$ cat config.mk
export PLATFORM = sky130hd
export DESIGN_NAME = bary_attr_interp_flat
export DESIGN_NICKNAME = d
export VERILOG_FILES = /design/src/rtl/bary_attr_interp_if.sv /design/src/rtl/bary_attr_interp.sv /design/src/flat_wrapper.sv
export SDC_FILE = /design/constraint.sdc
export NUM_CORES = 2
export LEC_CHECK = 0
export ABC_AREA = 1
export CORE_MARGIN = 5
export CORE_UTILIZATION = 50
export DETAILED_ROUTE_END_ITERATION = 16
export GPL_ROUTABILITY_DRIVEN = 0
export GPL_TIMING_DRIVEN = 0
export PLACE_DENSITY = 0.69
export SYNTH_ARGS = -nofsm -noshare
export SYNTH_HDL_FRONTEND = slang
export SYNTH_SLANG_ARGS = --single-unit
$ cat constraint.sdc
create_clock -name clk -period 5.6 [get_ports clk]
set_input_delay 1.68 -clock clk [delete_from_list [all_inputs] [get_ports clk]]
set_output_delay 1.68 -clock clk [all_outputs]
set_load 0.01 [all_outputs]
$ cat src/rtl/bary_attr_interp_if.sv
// Sample stream between the divider, the barycentric interpolator and the shading stage:
// lambda1/lambda2 in, clamped attribute out, each side with its own valid/ready handshake.
interface bary_attr_interp_if #(
  parameter int unsigned ATTR_W = 16,
  parameter int unsigned Q_W    = 14
);
  logic              in_valid;
  logic              in_ready;
  logic [Q_W-1:0]    lambda1;
  logic [Q_W-1:0]    lambda2;
  logic              out_valid;
  logic              out_ready;
  logic [ATTR_W-1:0] attr_out;

  modport master (
    output in_valid, lambda1, lambda2, out_ready,
    input  in_ready, out_valid, attr_out
  );

  modport slave (
    input  in_valid, lambda1, lambda2, out_ready,
    output in_ready, out_valid, attr_out
  );
endinterface

$ cat src/rtl/bary_attr_interp.sv
// Barycentric attribute interpolator: A = a0*l0 + a1*l1 + a2*l2, with l0 = 1 - l1 - l2.
// The 3-stage stallable pipeline rounds half up and clamps the result to the attribute range.
module bary_attr_interp #(
  parameter int unsigned ATTR_W = 16,
  parameter int unsigned Q_W    = 14,
  parameter int unsigned FRAC   = 12
) (
  input  logic                clk,
  input  logic                rst,
  input  logic                attr_load,
  input  logic [ATTR_W-1:0]   attr0,
  input  logic [ATTR_W-1:0]   attr1,
  input  logic [ATTR_W-1:0]   attr2,
  bary_attr_interp_if.slave   bus,
  output logic                busy
);

  localparam int unsigned LW = Q_W + 2;
  localparam int unsigned PW = ATTR_W + 1 + LW;
  localparam int unsigned SW = 36;

  localparam logic signed [LW-1:0] ONE  = LW'(2 ** FRAC);
  localparam logic signed [SW-1:0] HALF = SW'(2 ** (FRAC - 1));
  localparam logic signed [SW-1:0] MAXV = SW'((2 ** ATTR_W) - 1);

  logic [ATTR_W-1:0]        r_a0, r_a1, r_a2;
  logic                     r_v1, r_v2, r_v3;
  logic signed [LW-1:0]     r_l0, r_l1, r_l2;
  logic [ATTR_W-1:0]        r_s1_a0, r_s1_a1, r_s1_a2;
  logic signed [PW-1:0]     r_p0, r_p1, r_p2;
  logic [ATTR_W-1:0]        r_attr_out;

  logic                     w_en1, w_en2, w_en3;
  logic                     w_in_ready, w_accept;
  logic signed [LW-1:0]     w_l1_ext, w_l2_ext, w_l0;
  logic signed [SW-1:0]     w_sum, w_rnd;
  logic [ATTR_W-1:0]        w_clamp;

  // Unsigned attribute widened to signed, then multiplied by a signed weight.
  function automatic logic signed [PW-1:0] mul_attr(
    input logic [ATTR_W-1:0]    a,
    input logic signed [LW-1:0] l
  );
    mul_attr = PW'($signed({1'b0, a})) * PW'(l);
  endfunction

  // A stage may load when it is empty or its content is moving on this cycle.
  assign w_en3      = !r_v3 || bus.out_ready;
  assign w_en2      = !r_v2 || w_en3;
  assign w_en1      = !r_v1 || w_en2;
  assign w_in_ready = !rst && w_en1;
  assign w_accept   = bus.in_valid && w_in_ready;

  assign w_l1_ext = LW'($signed(bus.lambda1));
  assign w_l2_ext = LW'($signed(bus.lambda2));
  assign w_l0     = ONE - w_l1_ext - w_l2_ext;

  assign w_sum = SW'(r_p0) + SW'(r_p1) + SW'(r_p2) + HALF;
  assign w_rnd = w_sum >>> FRAC;

  always_comb begin
    w_clamp = w_rnd[ATTR_W-1:0];
    if (w_rnd < 0) begin
      w_clamp = '0;
    end else if (w_rnd > MAXV) begin
      w_clamp = '1;
    end
  end

  always_ff @(posedge clk) begin
    if (rst) begin
      r_a0       <= '0;
      r_a1       <= '0;
      r_a2       <= '0;
      r_v1       <= 1'b0;
      r_v2       <= 1'b0;
      r_v3       <= 1'b0;
      r_l0       <= '0;
      r_l1       <= '0;
      r_l2       <= '0;
      r_s1_a0    <= '0;
      r_s1_a1    <= '0;
      r_s1_a2    <= '0;
      r_p0       <= '0;
      r_p1       <= '0;
      r_p2       <= '0;
      r_attr_out <= '0;
    end else begin
      if (attr_load) begin
        r_a0 <= attr0;
        r_a1 <= attr1;
        r_a2 <= attr2;
      end
      // Each sample carries its own attribute snapshot through the pipe.
      if (w_en1) begin
        r_v1 <= w_accept;
        if (w_accept) begin
          r_l0    <= w_l0;
          r_l1    <= w_l1_ext;
          r_l2    <= w_l2_ext;
          r_s1_a0 <= r_a0;
          r_s1_a1 <= r_a1;
          r_s1_a2 <= r_a2;
        end
      end
      if (w_en2) begin
        r_v2 <= r_v1;
        if (r_v1) begin
          r_p0 <= mul_attr(r_s1_a0, r_l0);
          r_p1 <= mul_attr(r_s1_a1, r_l1);
          r_p2 <= mul_attr(r_s1_a2, r_l2);
        end
      end
      if (w_en3) begin
        r_v3 <= r_v2;
        if (r_v2) begin
          r_attr_out <= w_clamp;
        end
      end
    end
  end

  assign bus.in_ready  = w_in_ready;
  assign bus.out_valid = r_v3;
  assign bus.attr_out  = r_attr_out;
  assign busy          = r_v1 | r_v2 | r_v3;

endmodule

$ cat src/flat_wrapper.sv
// flat-port wrapper written by rule: the top's interface ports become plain ports
module bary_attr_interp_flat 
#(
  parameter int unsigned ATTR_W = 16,
  parameter int unsigned Q_W    = 14,
  parameter int unsigned FRAC   = 12
)
  (clk, rst, attr_load, attr0, attr1, attr2, busy, bus_in_valid, bus_lambda1, bus_lambda2, bus_out_ready, bus_in_ready, bus_out_valid, bus_attr_out);
  bary_attr_interp_if #(.ATTR_W(ATTR_W), .Q_W(Q_W)) bus_i ();
  input  logic clk;
  input  logic rst;
  input  logic attr_load;
  input  logic [ATTR_W-1:0] attr0;
  input  logic [ATTR_W-1:0] attr1;
  input  logic [ATTR_W-1:0] attr2;
  output logic busy;
  input wire logic [$bits(bus_i.in_valid)-1:0] bus_in_valid;
  input wire logic [$bits(bus_i.lambda1)-1:0] bus_lambda1;
  input wire logic [$bits(bus_i.lambda2)-1:0] bus_lambda2;
  input wire logic [$bits(bus_i.out_ready)-1:0] bus_out_ready;
  output wire logic [$bits(bus_i.in_ready)-1:0] bus_in_ready;
  output wire logic [$bits(bus_i.out_valid)-1:0] bus_out_valid;
  output wire logic [$bits(bus_i.attr_out)-1:0] bus_attr_out;
  assign bus_i.in_valid = bus_in_valid;
  assign bus_i.lambda1 = bus_lambda1;
  assign bus_i.lambda2 = bus_lambda2;
  assign bus_i.out_ready = bus_out_ready;
  assign bus_in_ready = bus_i.in_ready;
  assign bus_out_valid = bus_i.out_valid;
  assign bus_attr_out = bus_i.attr_out;
  bary_attr_interp #(.ATTR_W(ATTR_W), .Q_W(Q_W), .FRAC(FRAC)) u_core (.clk(clk), .rst(rst), .attr_load(attr_load), .attr0(attr0), .attr1(attr1), .attr2(attr2), .bus(bus_i), .busy(busy));
endmodule
==> flow_summary.html <==
<table>
<tr><th>Metric</th><th>Value</th></tr>
<tr><th colspan="2">Critical path</th></tr>
<tr><td>Start point of the critical path</td><td>u_core.r_l2[9]$_SDFFE_PP0P_</td></tr>
<tr><td>Crit Path Class</td><td>reg2reg</td></tr>
<tr><td>WP buf/inv</td><td>8</td></tr>
<tr><td>Type of element launching the critical path</td><td>flop</td></tr>
<tr><td>Crit Path Max Fanout</td><td>7</td></tr>
<tr><td>Crit Reg-Reg Startpoint</td><td>u_core.r_l2[9]$_SDFFE_PP0P_</td></tr>
<tr><td>Worst-path cell with the longest stage delay</td><td>sky130_fd_sc_hd__fa_1</td></tr>
<tr><td>R2R Setup Slk</td><td>-0.41 ns</td></tr>
<tr><td>Capturing element type of the critical path</td><td>flop</td></tr>
<tr><td>Data arrival, critical path</td><td>about 6.5 ns</td></tr>
<tr><td>Critical path's most frequent cell</td><td>sky130_fd_sc_hd__fa_1</td></tr>
<tr><td>Largest stage delay on the critical path</td><td>0.57 ns</td></tr>
<tr><td>Required time of the worst setup path</td><td>between 6 and 7 ns</td></tr>
<tr><td>Gate family responsible for the most delay along the worst path</td><td>adder cells</td></tr>
<tr><th colspan="2">Min path</th></tr>
<tr><td>Worst hold path type</td><td>reg2reg</td></tr>
<tr><td>Startpoint of the lowest-slack hold path</td><td>u_core.r_a2[14]$_SDFFE_PP0P_</td></tr>
<tr><th colspan="2">Power and ir drop</th></tr>
<tr><td>Worst IR Drop VDD</td><td>between 0.2 and 0.25 mV</td></tr>
<tr><td>Static Leakage</td><td>25.16 nW</td></tr>
<tr><td>Power per cell area</td><td>between 150 and 200 nW/um^2</td></tr>
<tr><td>Overall power of the completed layout</td><td>roughly 8.9 mW</td></tr>
<tr><th colspan="2">Clock tree</th></tr>
<tr><td>CTS max path bufs</td><td>3</td></tr>
<tr><td>Sink count of the clock tree</td><td>between 200 and 300</td></tr>
<tr><td>Clock root buffer</td><td>sky130_fd_sc_hd__clkbuf_16</td></tr>
<tr><td>TritonCTS clock tree</td><td>done</td></tr>
<tr><td>Number of hold buffers added after CTS</td><td>0</td></tr>
<tr><td>Clock network latency to the later pin of the worst-skew pair</td><td>around 0.6 ns</td></tr>
<tr><td>Clock Pin Slew Worst Setup and Hold Paths</td><td>approximately 0.06 ns</td></tr>
<tr><td>Cts bufs inserted</td><td>29</td></tr>
<tr><td>Number of levels the H-tree was split into</td><td>1</td></tr>
<tr><th colspan="2">Placed design</th></tr>
<tr><td>Post-placement cell count</td><td>approximately 6,000</td></tr>
<tr><td>Post-DP HPWL</td><td>roughly 94 mm</td></tr>
<tr><td># port buffers</td><td>between 90 and 100</td></tr>
<tr><td>Cell Area, Placed</td><td>40,450 um^2</td></tr>
<tr><th colspan="2">Route</th></tr>
<tr><td>Drt first-iter violations</td><td>around 2,900</td></tr>
<tr><td>Vias per cell</td><td>approximately 5.3</td></tr>
<tr><td>Total DRC errors in the routed layout</td><td>0</td></tr>
<tr><td>Number of iterations in the first detailed-routing pass</td><td>6</td></tr>
<tr><td>Routed Wire Length</td><td>about 130 mm</td></tr>
<tr><td>Routed length per instance</td><td>19.42 um</td></tr>
<tr><td>Count of nets left with antenna violations after detail routing</td><td>0</td></tr>
<tr><td>Via count</td><td>between 30,000 and 40,000</td></tr>
<tr><th colspan="2">Finish</th></tr>
<tr><td>Biggest regs</td><td>u_core.r_p0 x33, u_core.r_p1 x31, u_core.r_p2 x31</td></tr>
<tr><td>Fraction of final layout cells sized beyond drive strength 1</td><td>0.1744</td></tr>
<tr><td>Number of flip-flops under the largest register name</td><td>33</td></tr>
<tr><td>P&amp;R area growth vs syn</td><td>24.66%</td></tr>
<tr><td>Finished Cell Area</td><td>about 47,000 um^2</td></tr>
<tr><td>Register with the most flip-flops</td><td>u_core.r_p0</td></tr>
<tr><td>Count of non-filler cells in the finished layout</td><td>approximately 6,400</td></tr>
<tr><td>Count of nets after finishing</td><td>~6,500</td></tr>
<tr><td>Antenna diode count</td><td>0</td></tr>
<tr><th colspan="2">Die</th></tr>
<tr><td>Initial standard-cell utilization of the core</td><td>0.5059</td></tr>
<tr><td>Placeable Area</td><td>about 75,000 um^2</td></tr>
<tr><td>Die Wd</td><td>approximately 280 um</td></tr>
<tr><td>Chip height</td><td>around 280 um</td></tr>
<tr><td>Row Count</td><td>100</td></tr>
<tr><td>Area of the die</td><td>between 80,000 and 90,000 um^2</td></tr>
<tr><td>Top-level I/O count</td><td>100</td></tr>
<tr><th colspan="2">GRT</th></tr>
<tr><td>Global-route wire length before repair</td><td>187.4 mm</td></tr>
<tr><td>Antenna violations before repair</td><td>0</td></tr>
<tr><td>GR Layer Usage met1</td><td>0.3813</td></tr>
<tr><td>Vias in the first global route</td><td>~34,000</td></tr>
<tr><td>Met3 global-route usage</td><td>0.05032</td></tr>
<tr><td>Peak-usage layer in the global routing report</td><td>met2</td></tr>
<tr><td>Overall routing resource usage</td><td>0.2919</td></tr>
<tr><td>Largest net degree at the start of global routing</td><td>18</td></tr>
<tr><td>Remaining global-route overflow</td><td>0</td></tr>
<tr><td>Grt met2 use</td><td>0.4797</td></tr>
<tr><th colspan="2">Synth</th></tr>
<tr><td>Most instantiated library cell after synthesis</td><td>sky130_fd_sc_hd__inv_1</td></tr>
<tr><td>Synthesized net count</td><td>6,150</td></tr>
<tr><td>Biggest area contributors in the synthesized netlist</td><td>sky130_fd_sc_hd__fa_1 30%, sky130_fd_sc_hd__ha_1 14%, sky130_fd_sc_hd__dfxtp_1 13%, sky130_fd_sc_hd__inv_1 13%, sky130_fd_sc_hd__nand2_1 12%</td></tr>
<tr><td>Top cell types by occurrence after synthesis</td><td>1,274 x sky130_fd_sc_hd__inv_1, 1,231 x sky130_fd_sc_hd__nand2_1, 559 x sky130_fd_sc_hd__fa_1</td></tr>
<tr><td>Seq/Total Area, Yosys</td><td>0.1346</td></tr>
<tr><td>Fraction of registers with async set or reset after synthesis</td><td>0</td></tr>
<tr><td>#FFs+latches synth</td><td>approximately 250</td></tr>
<tr><td>Distinct cells, synth</td><td>47</td></tr>
<tr><td>Synth Area per Inst</td><td>about 7.4 um^2</td></tr>
<tr><td>Netlist Area Pre-Place</td><td>about 38,000 um^2</td></tr>
<tr><td>Cell accounting for the most synthesized area</td><td>sky130_fd_sc_hd__fa_1</td></tr>
<tr><td>EDFF count, synth</td><td>0</td></tr>
<tr><td>Post-synthesis cell count</td><td>approximately 5,100</td></tr>
<tr><td>Yosys top cell area share</td><td>0.2961</td></tr>
<tr><td>Top_reg_cell synth</td><td>sky130_fd_sc_hd__dfxtp_1</td></tr>
<tr><td>Count of warnings emitted by yosys</td><td>0</td></tr>
<tr><th colspan="2">Run</th></tr>
<tr><td>Count of maximum capacitance violations</td><td>0</td></tr>
<tr><th colspan="2">Timing</th></tr>
<tr><td>Unrepaired setup endpoints after global routing</td><td>true</td></tr>
<tr><td>Fin worst setup slack</td><td>-0.4125 ns</td></tr>
<tr><td>Slew of the pin with the lowest slew margin</td><td>between 1 and 1.5 ns</td></tr>
<tr><td>Normalized max-slew margin</td><td>0.1961</td></tr>
<tr><td>Min Clock Period, post-route</td><td>approximately 6.0 ns</td></tr>
<tr><td>Final number of setup-violating endpoints</td><td>32</td></tr>
<tr><td>Post-Route Skew</td><td>0.01943 ns</td></tr>
<tr><td>Achievable clock frequency</td><td>166.3 MHz</td></tr>
<tr><td>Number of endpoints with negative hold slack in the final report</td><td>0</td></tr>
<tr><td>Final-report max-slew violation count</td><td>0</td></tr>
<tr><td>Portion of the clock cycle consumed by the worst path in the final layout</td><td>1.074</td></tr>
<tr><td>Hold WS</td><td>roughly 0.46 ns</td></tr>
<tr><th colspan="2">Outcome</th></tr>
<tr><td>Status</td><td>finished with violations</td></tr>
<tr><td>Violations in the final reports</td><td>setup timing</td></tr>
</table>
[metrics by stage]
stage / TNS [ns] / setup slack, ns / util
floorplan: -0.01799 / -0.01799 / -
global placement: -36.08 / -1.174 / 0.5416
detailed placement: -38.64 / -1.212 / 0.5416
CTS: -2.910 / -0.3559 / 0.5991
global route: -12.63 / -0.5664 / 0.6307
finish: -6.545 / -0.4125 / 0.6307
[path summary, 6_finish.rpt]
path / cells after the start / end
hold reg to reg: 2 / u_core.r_s1_a2[14]$_SDFFE_PP0P_
setup / recovery: 25 / u_core.r_p2[29]$_SDFFE_PP0P_
hold / removal: 2 / u_core.r_s1_a2[14]$_SDFFE_PP0P_
setup reg to reg: 25 / u_core.r_p2[29]$_SDFFE_PP0P_
[what timing repair did]
item | 4_1_cts | 5_1_grt
hold endpoints to repair | 0 | 0
endpoints found under the setup margin | 61 | 50
gates resized for setup | 587 | 418
buffers inserted | 108 | 135
gates cloned | 3 | 2
pin swaps | 125 | 248
[tightest hold or removal path: cells and delay by family, from the launching register on]
| family | cells | cell delay [ns] |
|---|---|---|
| flops | 1 | 0.32 |
| simple gates | 1 | 0.05 |
| compound gates | 1 | 0.06 |
[cell type report]
cell class | instances | area [um^2]
clock inverters | 12 | 110.1
flip-flops and latches | 254 | 5299
fillers | 6171 | 27590
plain buffers | 195 | 2366
repair buffers | 341 | 3095
well taps | 969 | 1212
multi-input cells | 3328 | 29310
inverters | 1298 | 4872
clock buffers | 41 | 840.8
[logic make-up (layout without fill, tap and decap cells)]
logic type | count (synthesis) | count (layout) | synth area share
AOI/OAI and AO/OA | 572 | 572 | 0.08254
buffers and inverters | 1520 | 1887 | 0.1511
xor gates and xnor gates | 79 | 79 | 0.01831
and+or+nand+nor | 1710 | 1710 | 0.1823
DFF | 254 | 254 | 0.1346
adders and majority gates | 967 | 967 | 0.4312
[where the power goes]
group	switching (mW)	leakage [nW]	internal [mW]	total (mW)
clock	0.838	0.463	1.09	1.93
sequential	0.163	2.13	1.95	2.11
combinational	2.88	22.6	2.00	4.88
[metal layers]
layer | routed length, um | share of wire
met1 | 49450 | 0.40
met2 | 56910 | 0.46
met3 | 10790 | 0.086
met4 | 7882 | 0.063
met5 | 0 | 0
[cells in the final DEF (no fill, tap or decap), types with 13 or more instances in the layout]
master | Yosys | routed
sky130_fd_sc_hd__nor2_2 | 12 | 21
sky130_fd_sc_hd__o21bai_1 | 13 | 13
sky130_fd_sc_hd__buf_8 | 0 | 33
sky130_fd_sc_hd__nor2_1 | 258 | 246
sky130_fd_sc_hd__buf_6 | 0 | 36
sky130_fd_sc_hd__dfxtp_4 | 0 | 46
sky130_fd_sc_hd__dfxtp_1 | 254 | 175
sky130_fd_sc_hd__fa_2 | 0 | 36
sky130_fd_sc_hd__inv_1 | 1274 | 1215
sky130_fd_sc_hd__buf_4 | 1 | 201
sky130_fd_sc_hd__inv_2 | 22 | 81
sky130_fd_sc_hd__nand3_2 | 3 | 13
sky130_fd_sc_hd__dfxtp_2 | 0 | 33
sky130_fd_sc_hd__a21oi_4 | 0 | 28
sky130_fd_sc_hd__clkbuf_1 | 213 | 71
sky130_fd_sc_hd__xor2_1 | 42 | 30
sky130_fd_sc_hd__a21oi_2 | 2 | 26
sky130_fd_sc_hd__nand2_4 | 3 | 34
sky130_fd_sc_hd__fa_1 | 559 | 523
sky130_fd_sc_hd__nand2_2 | 16 | 68
sky130_fd_sc_hd__nand3_1 | 119 | 101
sky130_fd_sc_hd__o21ai_0 | 250 | 210
sky130_fd_sc_hd__o21ai_1 | 11 | 28
sky130_fd_sc_hd__clkbuf_16 | 0 | 76
sky130_fd_sc_hd__xnor2_1 | 37 | 26
sky130_fd_sc_hd__nand2_1 | 1231 | 1148
sky130_fd_sc_hd__a21oi_1 | 215 | 163
sky130_fd_sc_hd__o21ai_2 | 0 | 15
sky130_fd_sc_hd__nand4_1 | 26 | 26
sky130_fd_sc_hd__clkdlybuf4s50_1 | 0 | 99
sky130_fd_sc_hd__clkbuf_8 | 0 | 36
sky130_fd_sc_hd__ha_4 | 0 | 39
sky130_fd_sc_hd__ha_1 | 408 | 360
sky130_fd_sc_hd__o211ai_1 | 14 | 14
Note: power is estimated with default switching activity, not from simulation.
